===== src/rtl/fpu_seq_ctrl.sv =====
// Multi-cycle FPU sequencer: stalls EX for the op latency, holds the FPU select and captures the result.
// Optional perf counters are enabled with `define FPU_SEQ_PERF_EN.
module fpu_seq_ctrl #(
  parameter int LAT_ADD  = 3,
  parameter int LAT_MUL  = 4,
  parameter int LAT_DIV  = 16,
  parameter int LAT_SQRT = 16,
  parameter int CNT_W    = 5,
  parameter int PERF_W   = 32
) (
  input  logic              clk,
  input  logic              rst,
  input  logic              issue_valid,
  input  logic              flush,
  input  logic [4:0]        sel_fpu,
  input  logic [31:0]       fpu_result,
  output logic              stall,
  output logic [4:0]        fpu_sel,
  output logic              result_valid,
  output logic [31:0]       result_q,
  output logic              busy
`ifdef FPU_SEQ_PERF_EN
  ,
  output logic [PERF_W-1:0] perf_stall_cycles,
  output logic [PERF_W-1:0] perf_ops
`endif
);

  // state | meaning
  // IDLE  | no multi-cycle op in flight; select passes straight through
  // BUSY  | counting down the op latency, pipeline stalled
  // DONE  | result captured, result_valid for one cycle
  typedef enum logic [1:0] {S_IDLE, S_BUSY, S_DONE} state_t;

  state_t             r_state, w_state_nxt;
  logic [CNT_W-1:0]   r_cnt, w_cnt_nxt;
  logic [4:0]         r_sel, w_sel_nxt;
  logic [31:0]        r_result, w_result_nxt;
  logic [CNT_W:0]     w_lat;
  logic [CNT_W:0]     w_lat_m2;
  logic               w_multi;

  always_comb begin
    case (sel_fpu)
      5'b00000, 5'b00001: w_lat = (CNT_W+1)'(LAT_ADD);
      5'b00010:           w_lat = (CNT_W+1)'(LAT_MUL);
      5'b00011:           w_lat = (CNT_W+1)'(LAT_DIV);
      5'b00100:           w_lat = (CNT_W+1)'(LAT_SQRT);
      default:            w_lat = (CNT_W+1)'(1);
    endcase
  end

  assign w_multi  = (w_lat > (CNT_W+1)'(1));
  assign w_lat_m2 = w_lat - (CNT_W+1)'(2);

  always_ff @(posedge clk or posedge rst) begin
    if (rst) begin
      r_state  <= S_IDLE;
      r_cnt    <= '0;
      r_sel    <= '0;
      r_result <= '0;
    end else begin
      r_state  <= w_state_nxt;
      r_cnt    <= w_cnt_nxt;
      r_sel    <= w_sel_nxt;
      r_result <= w_result_nxt;
    end
  end

  always_comb begin
    w_state_nxt  = r_state;
    w_cnt_nxt    = r_cnt;
    w_sel_nxt    = r_sel;
    w_result_nxt = r_result;
    stall        = 1'b0;
    result_valid = 1'b0;
    fpu_sel      = r_sel;
    case (r_state)
      S_IDLE: begin
        fpu_sel = sel_fpu;
        if (issue_valid && !flush && w_multi) begin
          stall       = 1'b1;
          w_sel_nxt   = sel_fpu;
          w_cnt_nxt   = w_lat_m2[CNT_W-1:0];
          w_state_nxt = S_BUSY;
        end
      end
      S_BUSY: begin
        stall = !flush;
        // a flush abandons the op; the previous result stays in result_q
        if (flush) begin
          w_state_nxt = S_IDLE;
        end else if (r_cnt == '0) begin
          w_result_nxt = fpu_result;
          w_state_nxt  = S_DONE;
        end else begin
          w_cnt_nxt = r_cnt - 1'b1;
        end
      end
      S_DONE: begin
        result_valid = !flush;
        w_state_nxt  = S_IDLE;
      end
      default: w_state_nxt = S_IDLE;
    endcase
  end

  assign busy     = (r_state != S_IDLE);
  assign result_q = r_result;

`ifdef FPU_SEQ_PERF_EN
  always_ff @(posedge clk or posedge rst) begin
    if (rst) begin
      perf_stall_cycles <= '0;
      perf_ops          <= '0;
    end else begin
      if (stall)
        perf_stall_cycles <= perf_stall_cycles + 1'b1;
      if (r_state == S_DONE && !flush)
        perf_ops <= perf_ops + 1'b1;
    end
  end
`endif

endmodule


===== config.mk =====
export PLATFORM = sky130hd
export DESIGN_NAME = fpu_seq_ctrl
export DESIGN_NICKNAME = d
export VERILOG_FILES = /design/src/rtl/fpu_seq_ctrl.sv
export SDC_FILE = /design/constraint.sdc
export NUM_CORES = 1
export LEC_CHECK = 0
export CAP_MARGIN = 20
export CORE_AREA = 2 2 69 71
export DETAILED_ROUTE_END_ITERATION = 8
export DIE_AREA = 0 0 71 73
export PLACE_DENSITY = 0.82
export SLEW_MARGIN = 30
export SYNTH_ARGS = -nofsm -noshare
export SYNTH_HDL_FRONTEND = slang
export SYNTH_SLANG_ARGS = --single-unit

===== constraint.sdc =====
create_clock -name clk -period 4.05 [get_ports clk]
set_input_delay 0.405 -clock clk [delete_from_list [all_inputs] [get_ports clk]]
set_output_delay 0.405 -clock clk [all_outputs]
set_load 0.01 [all_outputs]

# --- Yosys cells after proc, flatten, opt, wreduce, memory -nomap -nowiden ---
# Cells that the tools add are included.
word_totals:
  out_inout_bits: 40
  reg_bits: 44
  input_bits: 41
op_classes:
  addsub: 2
  n_mux: 13
  n_reduce_logical: 14
  eq_ne: 10
  magnitude_cmp: 1
  bitwise: 1
op_table:
  columns: ["op", "count"]
  rows:
  - ["$mux 5", 4]
  - ["$pmux 5 s3", 1]
  - ["$eq 5x2->1 const B", 2]
  - ["$logic_not 5->1", 2]
  - ["$pmux 5 s2", 1]
  - ["$gt 6x1->1 const B", 1]
  - ["$mux 2", 3]
  - ["$ne 2x2->1 const B", 3]
  - ["$eq 5x1->1 const B", 1]
  - ["$eq 5x3->1 const B", 1]
  - ["$sub 5x1->5 const B", 1]
  - ["$sub 5x2->5 const B", 1]
  - ["$pmux 2 s2", 1]
  - ["$reduce_and 2->1", 2]
  - ["$reduce_and 4->1", 1]
  - ["$reduce_bool 2->1", 2]
  - ["$reduce_or 2->1", 2]
  - ["$ne 3x3->1 const B", 1]
  - ["$reduce_and 3->1", 1]
  - ["$eq 2x1->1 const B", 1]
  - ["$eq 2x2->1 const B", 1]
  - ["$logic_and 1x1->1", 2]
  - ["$logic_not 2->1", 1]
  - ["$mux 1", 2]
  - ["3 further kinds", 3]

# --- Depth between registers and ports, before layout ---
# Gate-level depths: netlist (run 1).
logic_depth:
  depth_word: 7
  ltp_mapped: 7

# --- Least setup slack after synthesis (run 1) ---
# Ideal clock, no wire load.
synth_path:
  path_kind: "input port to output port"
  start: "input port sel_fpu[3]"
  end: "output port stall"
  path_buffers: 1
  setup_slack_ns: 2.120
  arrival_ns: 1.525
  cell_stages: 4
  path_cell_list: "or4b_4 > or3_1 > buf_6 > nand2_1"
synth_between:
  elab_chain_len: 7
synth_lines:
  columns: ["element", "line_no", "rtl"]
  rows:
  - ["from (decl)", "15", "input logic [4:0] sel_fpu,"]
  - ["$eq 5x3->1 (tied with other cells)", "44", "case (sel_fpu)"]
  - ["$reduce_or 2->1 (on tied branches)", null, null]
  - ["$pmux 5 s3 (*)", "44", null]
  - ["$gt 6x1->1 (*)", "53", "assign w_multi = (w_lat > (CNT_W+1)'(1));"]
  - ["$logic_and 1x1->1 (*)", "81", "if (issue_valid && !flush && w_multi) begin"]
  - ["$mux 1 (*)", "81", null]
  - ["$pmux 1 s2 (*)", "78", "case (r_state)"]
  - ["to (decl)", "17", "output logic stall,"]
# Mark *: on every way between the ends. The rest lies on a longest branch, timed or not.

# --- Worst setup path after layout (run 1) ---
# Same ends and word-level chain as after synthesis.

==> results of run 1 <==
-- registers in the layout (all words and copies together), names as in the netlist --
name and cells:
r_cnt 5, r_state 2, result_q 32, r_sel 5
-- routing by layer --
layer / vias up / global-route usage / part of all wire
met1: 675 / 0.2065 / 0.43
met3: 12 / 0.06354 / 0.084
met4: 0 / 0.07128 / 0.017
met5: - / 0 / 0
li1: 693 / - / -
met2: 72 / 0.2575 / 0.47
-- report_power, final --
group	internal, mW	total, mW	leakage [nW]	switching (mW)
clock	0.243	0.387	0.0642	0.144
combinational	0.148	0.231	0.705	0.0823
sequential	0.491	0.526	0.585	0.0348
total	0.882	1.14	1.35	0.261
-- layout by cell type, fill, tap and decap left out, types with 2 or more instances in the layout --
| master | count |
|---|---|
| or3_1 | 2 |
| nor3b_1 | 3 |
| o21ai_0 | 3 |
| ha_1 | 3 |
| clkbuf_8 | 5 |
| inv_1 | 4 |
| o22ai_1 | 2 |
| buf_4 | 3 |
| nand3b_1 | 2 |
| nor2_1 | 6 |
| nand2_1 | 6 |
| bufinv_16 | 2 |
| nor2b_1 | 2 |
| mux2_2 | 38 |
| dfrtp_1 | 44 |
| clkdlybuf4s50_1 | 80 |
| a21oi_1 | 5 |
| and2_2 | 2 |
| mux2_4 | 3 |
| nand2b_1 | 2 |
-- cell type report --
type,instances,area share
Multi-Input combinational cell,92,0.2733
Clock inverter,2,0.02040
Inverter,5,0.006375
Sequential cell,44,0.3740
Clock buffer,5,0.02337
Tap cell,54,0.02295
Timing Repair Buffer,83,0.2796
-- synthesized netlist by cell type --
| cell type | number | area [sq um] |
|---|---|---|
| ha_1 | 3 | 37.54 |
| or3_1 | 2 | 12.51 |
| nor2b_1 | 2 | 12.51 |
| o21a_1 | 1 | 7.510 |
| buf_6 | 1 | 11.26 |
| nor4b_1 | 1 | 8.760 |
| nand2_1 | 6 | 22.52 |
| nor3_1 | 1 | 5.000 |
| dfrtp_1 | 44 | 1101 |
| a21oi_1 | 5 | 25.02 |
| or3b_2 | 1 | 8.760 |
| o21ai_0 | 3 | 15.01 |
| buf_4 | 1 | 7.510 |
| inv_1 | 5 | 18.77 |
| o32ai_1 | 1 | 8.760 |
| a22o_1 | 1 | 8.760 |
| o211a_1 | 1 | 10.01 |
| and2_2 | 2 | 15.01 |
| mux2_4 | 3 | 45.04 |
| buf_1 | 3 | 11.26 |
| nand3_1 | 1 | 5.000 |
| nor3b_1 | 3 | 22.52 |
| clkbuf_1 | 1 | 3.750 |
| or4_1 | 1 | 7.510 |
| nor2_1 | 6 | 22.52 |
| mux2_2 | 38 | 427.9 |
| o31ai_1 | 1 | 7.510 |
| a31oi_1 | 1 | 6.260 |
| or4b_4 | 1 | 13.76 |
| nand3b_1 | 2 | 15.01 |
| o22ai_1 | 2 | 12.51 |
| nand2b_1 | 2 | 12.51 |
| o2111ai_1 | 1 | 8.760 |
-- path summary, 6_finish.rpt --
path / to / slack, ns / cells after the start
worst max-delay path: stall / 1.09 / 5
worst min-delay path: r_sel[4] / 0.51 / 1
worst max register to register: r_sel[0] / 2.16 / 4
worst min register to register: r_sel[4] / 0.51 / 1
max in group asynchronous: result_q[0] / 3.09 / 3
min in group asynchronous: result_q[19] / 0.56 / 3
-- logic make-up (layout without fill, tap and decap cells) --
kind of cell,Yosys count,after routing,synth area share
buffers and inverters,11,95,0.02684
AOI/OAI and AO/OA,17,17,0.05623
and+or+nand+nor,31,31,0.09392
DFF,44,44,0.5623
muxes,41,41,0.2415
adders and majority gates,3,3,0.01917
-- worst max-delay path: cells and delay by family --
family | cells | cell delay [ns]
buf+inv | 2 | 1.00
simple gates | 3 | 1.14
-- per-stage QoR --
stage | cells | power [mW]
after floorplan | 147 | 0.6355
after global placement | 278 | 0.7591
after detailed placement | 278 | 0.7670
after CTS | 285 | 1.158
after global routing | 285 | 1.193
final | 285 | 1.143
==> run summary, run 1 <==
HP Class -> reg -> reg
Post-Place Worst Slack -> 1.098 ns
critical path arrival -> 2.56 ns
worst setup margin -> 1.089 ns
largest net degree at the start of global routing -> 45
worst endpoint required time -> 3.64 ns
ANT cells -> 0
share of layout cells above drive strength 1 -> 0.2381
setup_tns -> 0 ns
CP startpoint -> sel_fpu[3]
Core Util, Final -> 0.6491
Layout area overhead -> 50.35%
CTS Buf Count -> 5
Tmin final -> 2.961 ns
FF/Latch Area -> 0.001101 sq mm
DR iter-0 viols -> 78
DR pass1 iterations -> 4
PwrDens -> 388.4 mW/mm^2
Multi-input gate area -> 804.5 sq um
Post-CTS Hold Fix Bufs -> 0
CTS root buf -> clkbuf_8
initial antenna violation count -> 0
Seq/Total Area, Yosys -> 0.5623
Die Ht -> 73 um
Remaining DRCs -> 0
cell repeated most along the worst path -> clkdlybuf4s50_1
Synth Register Bits -> 44
RSZ-0062 raised after global routing -> false
syn_area_per_cell -> 13.32 sq um
core area -> 0.004536 sq mm
Design Area, Final -> 0.002944 sq mm
Clock transition at path regs -> 0.08 ns
filler cell count -> 344
number of global-route vias before repair -> 1480
Post-Synthesis Net Count -> 191
Final Net Count -> 275
global-route wire length before repair -> 6644 um
Clock Latency Late Sink -> 0.29 ns
All-Layer GR Usage -> 0.1652
total number of vias -> 1452
Starting Density -> 0.4317
worst slew pin tran -> 0.5662 ns
routed len/inst -> 14.53 um
Leakage -> 1.354 nW
HP Start -> r_sel[4]
die area -> 0.005183 sq mm
CP Launch Type -> input port
I/O Pins -> 81
Routability Congestion -> 0.9249
DR vias/cell -> 5.095
status -> finished clean
grt total ovfl -> 0
Port Buffers -> 80
final hold slack -> 0.5054 ns
DRT Wirelength -> 4142 um
Critical Path Slowest Stage Cell -> or4b_4
Mapped Area -> 0.001958 sq mm
Max Slew Vio Count -> 0
post-route clock skew -> 0.004749 ns
worst vdd ir -> 0.2798 mV
Ys Warns -> 0
slowest stage delay, CP -> 0.57 ns
Site Rows -> 25
placed instance area -> 0.002815 sq mm
Max Fclk -> 0.3378 GHz
H-tree depth -> 2
Setup Fix Bufs, Post-CTS -> 0
DPL Wire Length -> 2973 um
Setup crit end kind -> output port
final antenna-violating net count -> 0
post-cts sizing count -> 0
crit-path cells -> clkdlybuf4s50_1 -> or4b_4 -> or3_1 -> nand2_1 -> clkdlybuf4s50_1
crit path max fanout -> 6
synthesized instance count -> 147
Distinct cells, synth -> 33
worst r2r src -> r_state[0]
max-cap viol count -> 0
fin crit share -> 0.7310
# setup viols final -> 0
Slew HR -> 0.6226
clk sinks -> 44
Fin. Hold Viols -> 0
Crit Path Category -> in -> out
clock buffer depth -> 2
die width -> 71 um
TritonCTS clock tree -> done
Power figures use the tool's default switching activity.
==> run 2, diff against run 1 <==
--- a/config.mk
+++ b/config.mk
@@ -6,10 +6,10 @@
 export NUM_CORES = 1
 export LEC_CHECK = 0
 export CAP_MARGIN = 20
-export CORE_AREA = 2 2 69 71
+export CORE_AREA = 2 2 75 77
 export DETAILED_ROUTE_END_ITERATION = 8
-export DIE_AREA = 0 0 71 73
-export PLACE_DENSITY = 0.82
+export DIE_AREA = 0 0 77 79
+export PLACE_DENSITY = 0.74
 export SLEW_MARGIN = 30
 export SYNTH_ARGS = -nofsm -noshare
 export SYNTH_HDL_FRONTEND = slang
==> constraint.sdc (replaced) <==
create_clock -name clk -period 2.6 [get_ports clk]
set_input_delay 0.26 -clock clk [delete_from_list [all_inputs] [get_ports clk]]
set_output_delay 0.26 -clock clk [all_outputs]
set_load 0.01 [all_outputs]
==> run summary, run 2 (synthesized netlist as in run 1, its figures left out) <==
Layout area overhead -> 54.44%
HP Class -> in -> async
post-cts sizing count -> 0 (unchanged)
DRT Wirelength -> 4277 um (+3.3%)
R2R cell count -> 6 (+2)
Setup crit end kind -> output port
die width -> 77 um (+8.5%)
Fin. Hold Viols -> 0 (unchanged)
Clock Latency Late Sink -> 0.29 ns (about the same)
global-route wire length before repair -> 7134 um (+7.4%)
max reg flops -> 32 (unchanged)
grt total ovfl -> 0 (unchanged)
most frequent cells in the layout -> clkdlybuf4s50_1 (80), dfrtp_1 (44), mux2_2 (38)
Post-CTS Hold Fix Bufs -> 0 (unchanged)
ANT cells -> 0 (unchanged)
initial antenna violation count -> 0 (unchanged)
Design Area, Final -> 0.003024 sq mm (+2.7%)
CTS root buf -> clkbuf_8
total number of vias -> 1480 (+1.9%)
Leakage -> 1.393 nW (+2.9%)
CTS Buf Count -> 5 (unchanged)
final antenna-violating net count -> 0 (unchanged)
clock buffer depth -> 2 (unchanged)
number of global-route vias before repair -> 1540 (+4.1%)
Max Fclk -> 0.4043 GHz
routed len/inst -> 13.75 um (-5.4%)
Crit Path Category -> in -> out
Routability Congestion -> 0.7840 (-15%)
PwrDens -> 571.8 mW/mm^2 (+47%)
setup_tns -> 0 ns (unchanged)
worst vdd ir -> 0.3017 mV (+7.8%)
I/O Pins -> 81 (unchanged)
post-route clock skew -> 0.005826 ns (+0.001077 ns)
DR iter-0 viols -> 72 (-7.7%)
status -> finished clean
critical path arrival -> 2.21 ns (-0.35 ns)
DPL Wire Length -> 3211 um (+8.0%)
crit path max fanout -> 3 (-3)
largest net degree at the start of global routing -> 31 (-31%)
RSZ-0062 raised after global routing -> false
die area -> 0.006083 sq mm (+17%)
Port Buffers -> 80 (unchanged)
# setup viols final -> 0 (unchanged)
Die Ht -> 79 um (+8.2%)
fin crit share -> 0.9513
Remaining DRCs -> 0 (unchanged)
worst slew pin tran -> 0.4992 ns (-0.06694 ns)
Starting Density -> 0.3669 (-0.06487)
H-tree depth -> 2 (unchanged)
worst endpoint required time -> 2.34 ns (-1.30 ns)
Max Slew Vio Count -> 0 (unchanged)
Setup Fix Bufs, Post-CTS -> 0 (unchanged)
Final Net Count -> 282 (+2.5%)
DR vias/cell -> 4.759 (-6.6%)
clk sinks -> 44 (unchanged)
Site Rows -> 27 (+8.0%)
Clock transition at path regs -> 0.08 ns (about the same)
Slew HR -> 0.6665 (+0.04394)
Tmin final -> 2.473 ns
All-Layer GR Usage -> 0.1475 (-0.01778)
CP Launch Type -> input port
most common cell after layout, fill and taps aside -> clkdlybuf4s50_1
max-cap viol count -> 0 (unchanged)
placed instance area -> 0.002903 sq mm (+3.1%)
DR pass1 iterations -> 4 (unchanged)
TritonCTS clock tree -> done
share of layout cells above drive strength 1 -> 0.2678 (+0.02969)
core area -> 0.005338 sq mm (+18%)
## run 2: layer usage
metal  routed length, um  vias up  track usage
met2                2046       59       0.2482
met5                   0        -            0
met4                  36        0      0.03393
li1                    -      707            -
met3                 311        6      0.05000
met1                1883      708       0.1849
## run 2: layout make-up
type / instances / area [sq um]
fillers: 495 / 2313
flip-flops and latches: 44 / 1101
repair buffers: 90 / 888.4
multi-input cells: 92 / 804.5
well taps: 72 / 90.09
clock buffers: 6 / 82.58
clock inverters: 2 / 38.79
inverters: 5 / 18.77
## run 2: report_power, final
part,internal [mW],switching [mW]
clock network,0.314,0.230
logic,0.237,0.128
registers,0.765,0.0545
## run 2: path summary, 6_finish.rpt
| path | slack, ns | to | from |
|---|---|---|---|
| max in group asynchronous | 1.77 | r_sel[0] | rst |
| min in group clk | 0.50 | r_sel[3] | r_sel[3] |
| worst min register to register | 0.50 | r_sel[3] | r_sel[3] |
| worst max-delay path | 0.13 | stall | sel_fpu[3] |
| worst min-delay path | 0.29 | result_q[29] | rst |
| worst max register to register | 0.60 | result_q[0] | r_cnt[0] |
## run 2: critical path, cell delays in order
cell and delay (ns):
clkdlybuf4s50_1 0.42, or4b_4 0.55, or3_1 0.38, nand2_1 0.07, clkdlybuf4s50_1 0.53
## run 2: per-stage QoR
step | hold WS, ns | worst slack, ns | instances | util | power [mW]
after floorplan | 0.4085 | 0.8353 | 147 | - | 0.9899
after global placement | 0.4868 | 0.1322 | 303 | 0.5438 | 1.191
after detailed placement | 0.4796 | 0.1282 | 303 | 0.5438 | 1.200
after CTS | 0.2887 | 0.1220 | 311 | 0.5666 | 1.754
after global routing | 0.3190 | 0.04807 | 311 | 0.5666 | 1.826
final | 0.2854 | 0.1266 | 311 | 0.5666 | 1.729
